File: config.mk
export PLATFORM = sky130hd
export DESIGN_NAME = data_mem_bytelane
export DESIGN_NICKNAME = d
export VERILOG_FILES = /design/src/rtl/data_mem_bytelane.sv
export SDC_FILE = /design/constraint.sdc
export NUM_CORES = 1
export LEC_CHECK = 0
export BUFFER_PORTS_ARGS = -buffer_cell sky130_fd_sc_hd__buf_2
export CELL_PAD_IN_SITES_DETAIL_PLACEMENT = 1
export CELL_PAD_IN_SITES_GLOBAL_PLACEMENT = 1
export CORE_ASPECT_RATIO = 1.2
export CORE_UTILIZATION = 26
export CTS_BUF_LIST = sky130_fd_sc_hd__clkbuf_8
export CTS_CLUSTER_DIAMETER = 120
export DETAILED_ROUTE_END_ITERATION = 10
export GPL_TIMING_DRIVEN = 0
export HOLD_SLACK_MARGIN = 0.05
export PLACE_DENSITY = 0.49
export SLEW_MARGIN = 20
export SYNTH_ARGS = -nofsm -noshare
export SYNTH_HDL_FRONTEND = slang
export SYNTH_SLANG_ARGS = --single-unit
File: constraint.sdc
create_clock -name clk -period 5.3 [get_ports clk]
set_input_delay 0.265 -clock clk [delete_from_list [all_inputs] [get_ports clk]]
set_output_delay 0.265 -clock clk [all_outputs]
set_load 0.01 [all_outputs]
File: src/rtl/data_mem_bytelane.sv
// Byte-lane addressable data memory for the MEM stage of the MIPS datapath.
// Supports byte, halfword and word loads/stores with sign/zero extension,
// a registered read path with a valid strobe, error flagging for misaligned
// and out-of-range accesses, and a hardware clear sequence after reset.

module data_mem_bytelane #(
  parameter int DEPTH      = 32,
  parameter int ADDR_WIDTH = 32,
  parameter int IDX_WIDTH  = $clog2(DEPTH)
) (
  input  logic                  clk,
  input  logic                  rst,
  input  logic                  MemRead,
  input  logic                  MemWrite,
  input  logic [ADDR_WIDTH-1:0] address,
  input  logic [31:0]           Write_data,
  input  logic [1:0]            Size,
  input  logic                  Unsigned,
  output logic [31:0]           Read_data,
  output logic                  rd_valid,
  output logic                  busy,
  output logic                  mem_err
);

  localparam logic [IDX_WIDTH-1:0] LastIdx = IDX_WIDTH'(DEPTH - 1);

  localparam logic [1:0] SizeByte = 2'b00;
  localparam logic [1:0] SizeHalf = 2'b01;

  typedef enum logic {
    CLEAR = 1'b0,
    IDLE  = 1'b1
  } state_t;

  // Storage: one 32-bit word per entry, written one byte lane at a time.
  logic [31:0] mem [DEPTH];

  // Control and output registers.
  state_t               state_q;
  logic [IDX_WIDTH-1:0] clrCnt_q;
  logic [IDX_WIDTH-1:0] clrCnt_d;
  logic                 busy_q;
  logic [31:0]          readData_q;
  logic [31:0]          readData_d;
  logic                 rdValid_q;
  logic                 memErr_q;

  // Address decode.
  logic [IDX_WIDTH-1:0] wordIdx;
  logic [1:0]           byteOff;
  logic                 outOfRange;
  logic                 misaligned;

  // Request qualification.
  logic accessReq;
  logic accessBad;
  logic accessLegal;
  logic readOk;
  logic writeOk;
  logic clearing;

  // Write port.
  logic [3:0]           laneEn;
  logic [31:0]          laneData;
  logic [IDX_WIDTH-1:0] memWrIdx;
  logic [3:0]           memWrLanes;
  logic [31:0]          memWrData;

  // Read extraction.
  logic [31:0] storedWord;
  logic [7:0]  byteSel;
  logic [15:0] halfSel;

  assign wordIdx = address[IDX_WIDTH+1:2];
  assign byteOff = address[1:0];

  // Any set bit above the word index means the byte address lies past the array.
  generate
    if (ADDR_WIDTH > IDX_WIDTH + 2) begin : g_range
      assign outOfRange = |address[ADDR_WIDTH-1:IDX_WIDTH+2];
    end else begin : g_norange
      assign outOfRange = 1'b0;
    end
  endgenerate

  // Alignment rule: halves need an even address, words (and reserved size) need a multiple of four.
  always_comb begin
    misaligned = 1'b0;
    case (Size)
      SizeByte: misaligned = 1'b0;
      SizeHalf: misaligned = address[0];
      default:  misaligned = |address[1:0];
    endcase
  end

  // A request only counts while idle and out of reset; the clear sequence drops it silently.
  assign accessReq   = !rst && (state_q == IDLE) && !busy_q && (MemRead || MemWrite);
  assign accessLegal = !outOfRange && !misaligned;
  assign accessBad   = accessReq && !accessLegal;
  assign readOk      = accessReq && accessLegal && MemRead;
  assign writeOk     = accessReq && accessLegal && MemWrite;
  assign clearing    = !rst && (state_q == CLEAR);

  // Lane enables and lane-replicated store data, so each lane picks up the right bits.
  always_comb begin
    laneEn   = 4'b1111;
    laneData = Write_data;
    case (Size)
      SizeByte: begin
        laneEn   = 4'b0001 << byteOff;
        laneData = {4{Write_data[7:0]}};
      end
      SizeHalf: begin
        laneEn   = address[1] ? 4'b1100 : 4'b0011;
        laneData = {2{Write_data[15:0]}};
      end
      default: begin
        laneEn   = 4'b1111;
        laneData = Write_data;
      end
    endcase
  end

  // The single write port is shared: the clear sequence owns it until the array is zeroed.
  always_comb begin
    memWrIdx   = wordIdx;
    memWrLanes = 4'b0000;
    memWrData  = laneData;
    if (clearing) begin
      memWrIdx   = clrCnt_q;
      memWrLanes = 4'b1111;
      memWrData  = 32'h0000_0000;
    end else if (writeOk) begin
      memWrLanes = laneEn;
    end
  end

  // Byte-lane writable storage; no reset so the array can map onto block RAM.
  always_ff @(posedge clk) begin
    for (int lane = 0; lane < 4; lane++) begin
      if (memWrLanes[lane]) begin
        mem[memWrIdx][lane*8 +: 8] <= memWrData[lane*8 +: 8];
      end
    end
  end

  assign storedWord = mem[wordIdx];
  assign byteSel    = storedWord[byteOff*8 +: 8];
  assign halfSel    = address[1] ? storedWord[31:16] : storedWord[15:0];

  // Load formatting: pick the addressed lanes and extend according to Unsigned.
  always_comb begin
    readData_d = storedWord;
    case (Size)
      SizeByte: readData_d = Unsigned ? {24'h000000, byteSel} : {{24{byteSel[7]}}, byteSel};
      SizeHalf: readData_d = Unsigned ? {16'h0000, halfSel}   : {{16{halfSel[15]}}, halfSel};
      default:  readData_d = storedWord;
    endcase
  end

  assign clrCnt_d = clrCnt_q + 1'b1;

  // Control FSM: clear sequence after reset, then serve requests with registered outputs.
  always_ff @(posedge clk) begin
    if (rst) begin
      state_q    <= CLEAR;
      clrCnt_q   <= '0;
      busy_q     <= 1'b1;
      readData_q <= 32'h0000_0000;
      rdValid_q  <= 1'b0;
      memErr_q   <= 1'b0;
    end else begin
      rdValid_q <= 1'b0;
      memErr_q  <= 1'b0;
      case (state_q)
        CLEAR: begin
          clrCnt_q <= clrCnt_d;
          if (clrCnt_q == LastIdx) begin
            state_q <= IDLE;
            busy_q  <= 1'b0;
          end
        end
        IDLE: begin
          busy_q <= 1'b0;
          if (accessBad) begin
            memErr_q <= 1'b1;
          end else if (readOk) begin
            readData_q <= readData_d;
            rdValid_q  <= 1'b1;
          end
        end
        default: begin
          state_q  <= CLEAR;
          clrCnt_q <= '0;
          busy_q   <= 1'b1;
        end
      endcase
    end
  end

  assign Read_data = readData_q;
  assign rd_valid  = rdValid_q;
  assign busy      = busy_q;
  assign mem_err   = memErr_q;

endmodule
* Yosys cells after proc, flatten, opt, wreduce, memory -nomap -nowiden
Memory sizes are Yosys's and may differ from the RTL's.
Cells that the tools add are included.
** Operators by class
- Add/subtract/negate cells :: 1
- Reductions and logical operators :: 21
- Equal/unequal tests :: 3
- Muxes and demuxes :: 26
- Shifts and indexed selects :: 2
- Bitwise operators :: 2
** Operator list (count)
- 32-bit case mux with 2 select lines :: 2
- 32-bit 2-to-1 mux :: 3
- 32-bit by 6-bit variable part select with 8-bit output :: 1
- 25-bit OR reduction :: 1
- 16-bit 2-to-1 mux :: 1
- 1-bit 2-to-1 mux :: 13
- 4-bit 2-to-1 mux :: 3
- 1-bit logical AND :: 9
- 4-bit case mux with 2 select lines :: 1
- 5-bit by 1-bit adder with 5-bit output, second input constant :: 1
- 5-bit == test, second input constant :: 1
- 1-bit logical NOT :: 5
- 5-bit 2-to-1 mux :: 1
- 1-bit case mux with 2 select lines :: 2
- 2-bit OR reduction :: 2
- 1-bit by 2-bit left shift with 4-bit output, first input constant :: 1
- 3-bit AND reduction :: 1
- 3-bit OR reduction :: 1
- 2-bit by 1-bit == test with 1-bit output, second input constant :: 1
- 2-bit logical NOT :: 1
- 2-bit by 1-bit != test with 1-bit output, second input constant :: 1
- 1-bit NOT :: 2
- 1-bit logical OR :: 1
** Word-level totals
- Bits in registers :: 41
- Output and inout bits :: 35
- Memories kept :: 1
- Bits of input ports :: 71
- Bits in writable memories :: 1024
- Word-level logic and storage cells :: 62
** Memories
- mem :: words 32, bits a word 32, read ports 1, clocked after memory_dff 0, wr ports 1, RTL line 36 : logic [31:0] mem [DEPTH];

* Longest topological paths before layout
- Depth in word-level cells :: 10
- Depth in mapped cells :: 13
- Mapped depth without buffers :: 7

* Worst setup path before layout
OpenSTA, ideal clock, no wires.
- Path kind :: input to register
- Start :: input port address[3]
- End :: memory mem[28][0] (enable)
- Cell stages on the path :: 10
- Library setup time :: 0.370 ns
- Buffers on the path :: 7
- Arrival time :: 2.431 ns
- Setup slack :: 2.499 ns
- Required time :: 4.930 ns
- Cell sequence :: buf_6 > buf_12 > buf_8 > buf_8 > buf_6 > buf_6 > buf_6 > o31ai_1 > nand2_1 > nor2_1
** On the way
- Word-level cells in the longest chain between the ends :: 1
** Ends and longest elaborated chain
- from (decl) :: RTL line 15 : input logic [ADDR_WIDTH-1:0] address,
- 5-bit 2-to-1 mux :: RTL line 129 : if (clearing) begin
- to (decl) :: RTL line 36
Every way passes these cells.

* Worst setup path after layout
- Start :: register state_q
- End :: memory mem[8][28] (enable)
** On the way
- Word-level cells in the longest chain between the ends :: 9
- Elaborated cells on any way between the ends :: 12
- Classes of those cells :: mux (5); bitwise (1); reduce/logical (6)
** Ends and longest elaborated chain
- from (decl) :: RTL line 39 : state_t state_q;
- from (signal assigned) :: RTL line 166 : state_q <= CLEAR;
- from (signal assigned) :: RTL line 179 : state_q <= IDLE;
- from (signal assigned) :: RTL line 193 : state_q <= CLEAR;
- 1-bit logical AND (3 in series) :: RTL line 97 : assign accessReq = !rst && (state_q == IDLE) && !busy_q && (MemRead || MemWrite);
- 1-bit logical AND (2 in series) :: RTL line 101 : assign writeOk = accessReq && accessLegal && MemWrite;
- 4-bit 2-to-1 mux :: RTL line 133 : end else if (writeOk) begin
- 4-bit 2-to-1 mux :: RTL line 129
- 1-bit 2-to-1 mux :: RTL line 141 : if (memWrLanes[lane]) begin
- 1-bit 2-to-1 mux (not written as such) :: RTL line 142 : mem[memWrIdx][lane*8 +: 8] <= memWrData[lane*8 +: 8];
Several ways; a longest one is shown, not always the timed one.

==> reports/results.ini <==
[power]
clkPwrFrac_pct = 39.7
internal-power_w = 0.0134
vdd_ir_drop_max_mv = 0.168
power_frac_seq_pct = 52.4
p_comb_share_pct = 7.9
p_leak_nw = 16.8
switching_share_pct = 25.0
power.switching_w = 0.00447
powerDensity_nw_per_um2 = 353

[sta]
finalHoldViolations = 0
fmax_mhz = 226
rsz0062_at_grt = false
period_share_pct = 83.5
skew_ns = 0.0626
final_max_slew_viol_count = 0
fin_tns_setup_ns = 0
min_period_ns = 4.42
worst-slew-pin-transition_ns = 1.29
relSlewSlack_pct = 13.9
setup_ws_ns = 0.875
setup_viol = 0

[global_routing]
antenna_found_initial = 7
grt_pass1_wl_mm = 215
grt-ovfl-total = 0
grt_use_total_pct = 19.1
grt_pass1_vias = 26300
grt_max_degree = 33

[hold_path]
hold_class = input port to register
hold_path_end = mem[5][24]
hp-start = Write_data[24]
whs_path_depth = 3

[die]
core_area_um2 = 163000
rows = 162
dieArea_um2 = 166000
io_pins = 106
die_w_um = 372
floorplan.initialDensity_pct = 26.3
die_h_um = 446

[placed_design]
dpl.hpwl_mm = 113
place_area_um2 = 46700
gp_congestion = 0.935
port_buffers = 104
pre_cts_ws_ns = 0.269

[cts]
clockBufferDepth = 3
htreeDepth = 4
cts_buffers = 177
tritoncts = built
root_buffer = clkbuf_8
cts_resized = 0
cts_sinks = 1065
cts_setup_buffers = 0
clock_latency_ns = 0.93
cts.clk_slew.worst_paths_ns = 0.06

[critical_path]
slowest_delay_ns = 1.01
worst-path-buf-inv = 2
timing.rr.start = state_q
cp_max_fo = 10
path_cells = clkbuf_1, nor2_1, clkbuf_1, nand2_1, o31ai_1, nand2_1, nor2_1
worstSetupEndpointType = register
start_kind = register
r2r_cells = 7
r2r-end = mem[8][28]
cp_slowest_cell = nor2_1
path_class = register to register
worstPathRequired_ns = 5.79
rrSetupSlack_ns = 0.88
critPathArrivalTime_ns = 4.91
cp_top_family = simple AND/OR/NAND/NOR gates

[final_layout]
fillers = 16800
drive_gt1_share_pct = 25.8
area_delta_synth_final_pct = 18.0
layout_commonest_cell = edfxtp_1
layout_common_cells = edfxtp_1 (1024), mux4_2 (202), clkbuf_8 (179)
stdcell_area_um2 = 50500
fin_nets = 2741

[run_status]
status = finished, final reports clean

[logic_synthesis]
synth-edff-count = 1024
syn-cell-area_um2 = 42800
postSynthAreaPerCell_um2 = 18.4
ys_types = 66
postSynthCellCount = 2324
synthesis.nets = 2397
synth_ff_type = edfxtp_1
yosys_register_bits = 1065
yosys_warnings = 0
async_flop_share_pct = 0
synth-seq-area-share_pct = 73.8

[routing]
wire_per_inst_um = 32.0
firstDrtPassIters = 5
finalWirelength_mm = 159
drt_iter0_markers = 2086
num_vias = 24600
drc = 0
via_per_inst = 4.96
drtAntennaViolNets = 0

[job]
maxCapViolCount = 0

[logic make-up (layout without fill, tap and decap cells)]
family                     count (synthesis)  count (layout)  synth area share, %
adders and majority gates                  2               2               0.0585
buffers and inverters                    150             643                 2.08
xor gates and xnor gates                   3               3               0.0614
and+or+nand+nor                          439             439                 4.57
DFF                                     1065            1065                 73.8
AOI/OAI and AO/OA                        292             292                 4.81
muxes                                    373             373                 14.6
other                                      0               2                    0
[registers in the layout (all words and copies together) (netlist names)]
| signal | flops |
|---|---|
| rd_valid | 1 |
| busy | 1 |
| clrCnt_q | 5 |
| mem_err | 1 |
| state_q | 1 |
| Read_data | 32 |
| mem | 1024 |
[synthesized netlist by cell type (14+ instances only)]
library cell,number,area [um2]
edfxtp_1,1024,30700
mux4_2,202,4550
nor2_1,202,758
mux2i_1,170,1700
nand2_1,116,435
a22oi_1,73,548
a21oi_1,70,350
clkbuf_1,62,233
dfxtp_1,41,821
o21ai_0,27,135
buf_2,24,120
nand3_1,23,115
buf_4,22,165
buf_6,20,225
nor2b_1,18,113
a211oi_1,14,105
and2_1,14,87.6
[layout make-up]
class	count	area [um2]	area share, %
inverter	7	26.3	0.0520
sequential	1065	31600	62.5
timing repair buffer	165	1340	2.65
clock buffer	179	2460	4.88
buffer	143	877	1.74
tap	2132	2670	5.28
clock inverter	149	928	1.84
multi-input combinational	1109	10600	21.0
antenna	2	5.00	0.00991
[power groups by stage]
stage	sequential [W]	clock, W	combinational, W
global placement	0.00953	0	0.00127
CTS	0.00935	0.00726	0.00140
detailed placement	0.00952	0	0.00138
global route	0.00935	0.00757	0.00145
floorplan	0.00952	0	0.000671
finish	0.00935	0.00708	0.00140
[per-stage QoR]
stage                     utilization (%)  hold slack [ns]  power, W  cells
final                                31.0            0.153    0.0178   4951
after detailed placement             28.7            0.470    0.0109   4586
after floorplan                         -            0.338    0.0102   2324
after global placement               28.2            0.462    0.0108   4560
after global routing                 31.0            0.134    0.0184   4950
after CTS                            31.0           0.0642    0.0180   4949
[worst reg2reg max path: stages (launching register included)]
cell and delay, ns:
dfxtp_1 0.29, clkbuf_1 0.26, nor2_1 0.62, clkbuf_1 0.61, nand2_1 0.11, o31ai_1 0.30, nand2_1 0.76, nor2_1 1.02
[worst max-delay path by stage]
stage | cells after the start | slack [ns] | start | end
6_report | 7 | 0.88 | state_q | mem[8][28]
2_1_floorplan | 10 | 2.50 | address[3] | mem[28][0]
3_5_place_dp | 9 | 0.27 | address[2] | mem[9][5]
5_1_grt | 7 | 0.73 | state_q | mem[9][5]
3_3_place_gp | 6 | -0.05 | Size[1] | mem[8][18]
4_1_cts | 7 | 1.04 | state_q | mem[8][28]
[metal layers]
| metal | vias up | track usage [%] | part of all wire, % |
|---|---|---|---|
| met5 | - | 0 | 0.0076 |
| met4 | 2 | 6.22 | 2.8 |
| met3 | 240 | 3.73 | 5.6 |
| met2 | 866 | 32.7 | 50 |
| met1 | 13300 | 24.0 | 42 |
| li1 | 10100 | - | - |
[timing repair]
action / in CTS / in global routing
setup endpoints to repair: 0 / 0
hold endpoints to repair: 505 / 0
hold buffers: 35 / 0
Note: power is estimated with default switching activity, not from simulation.
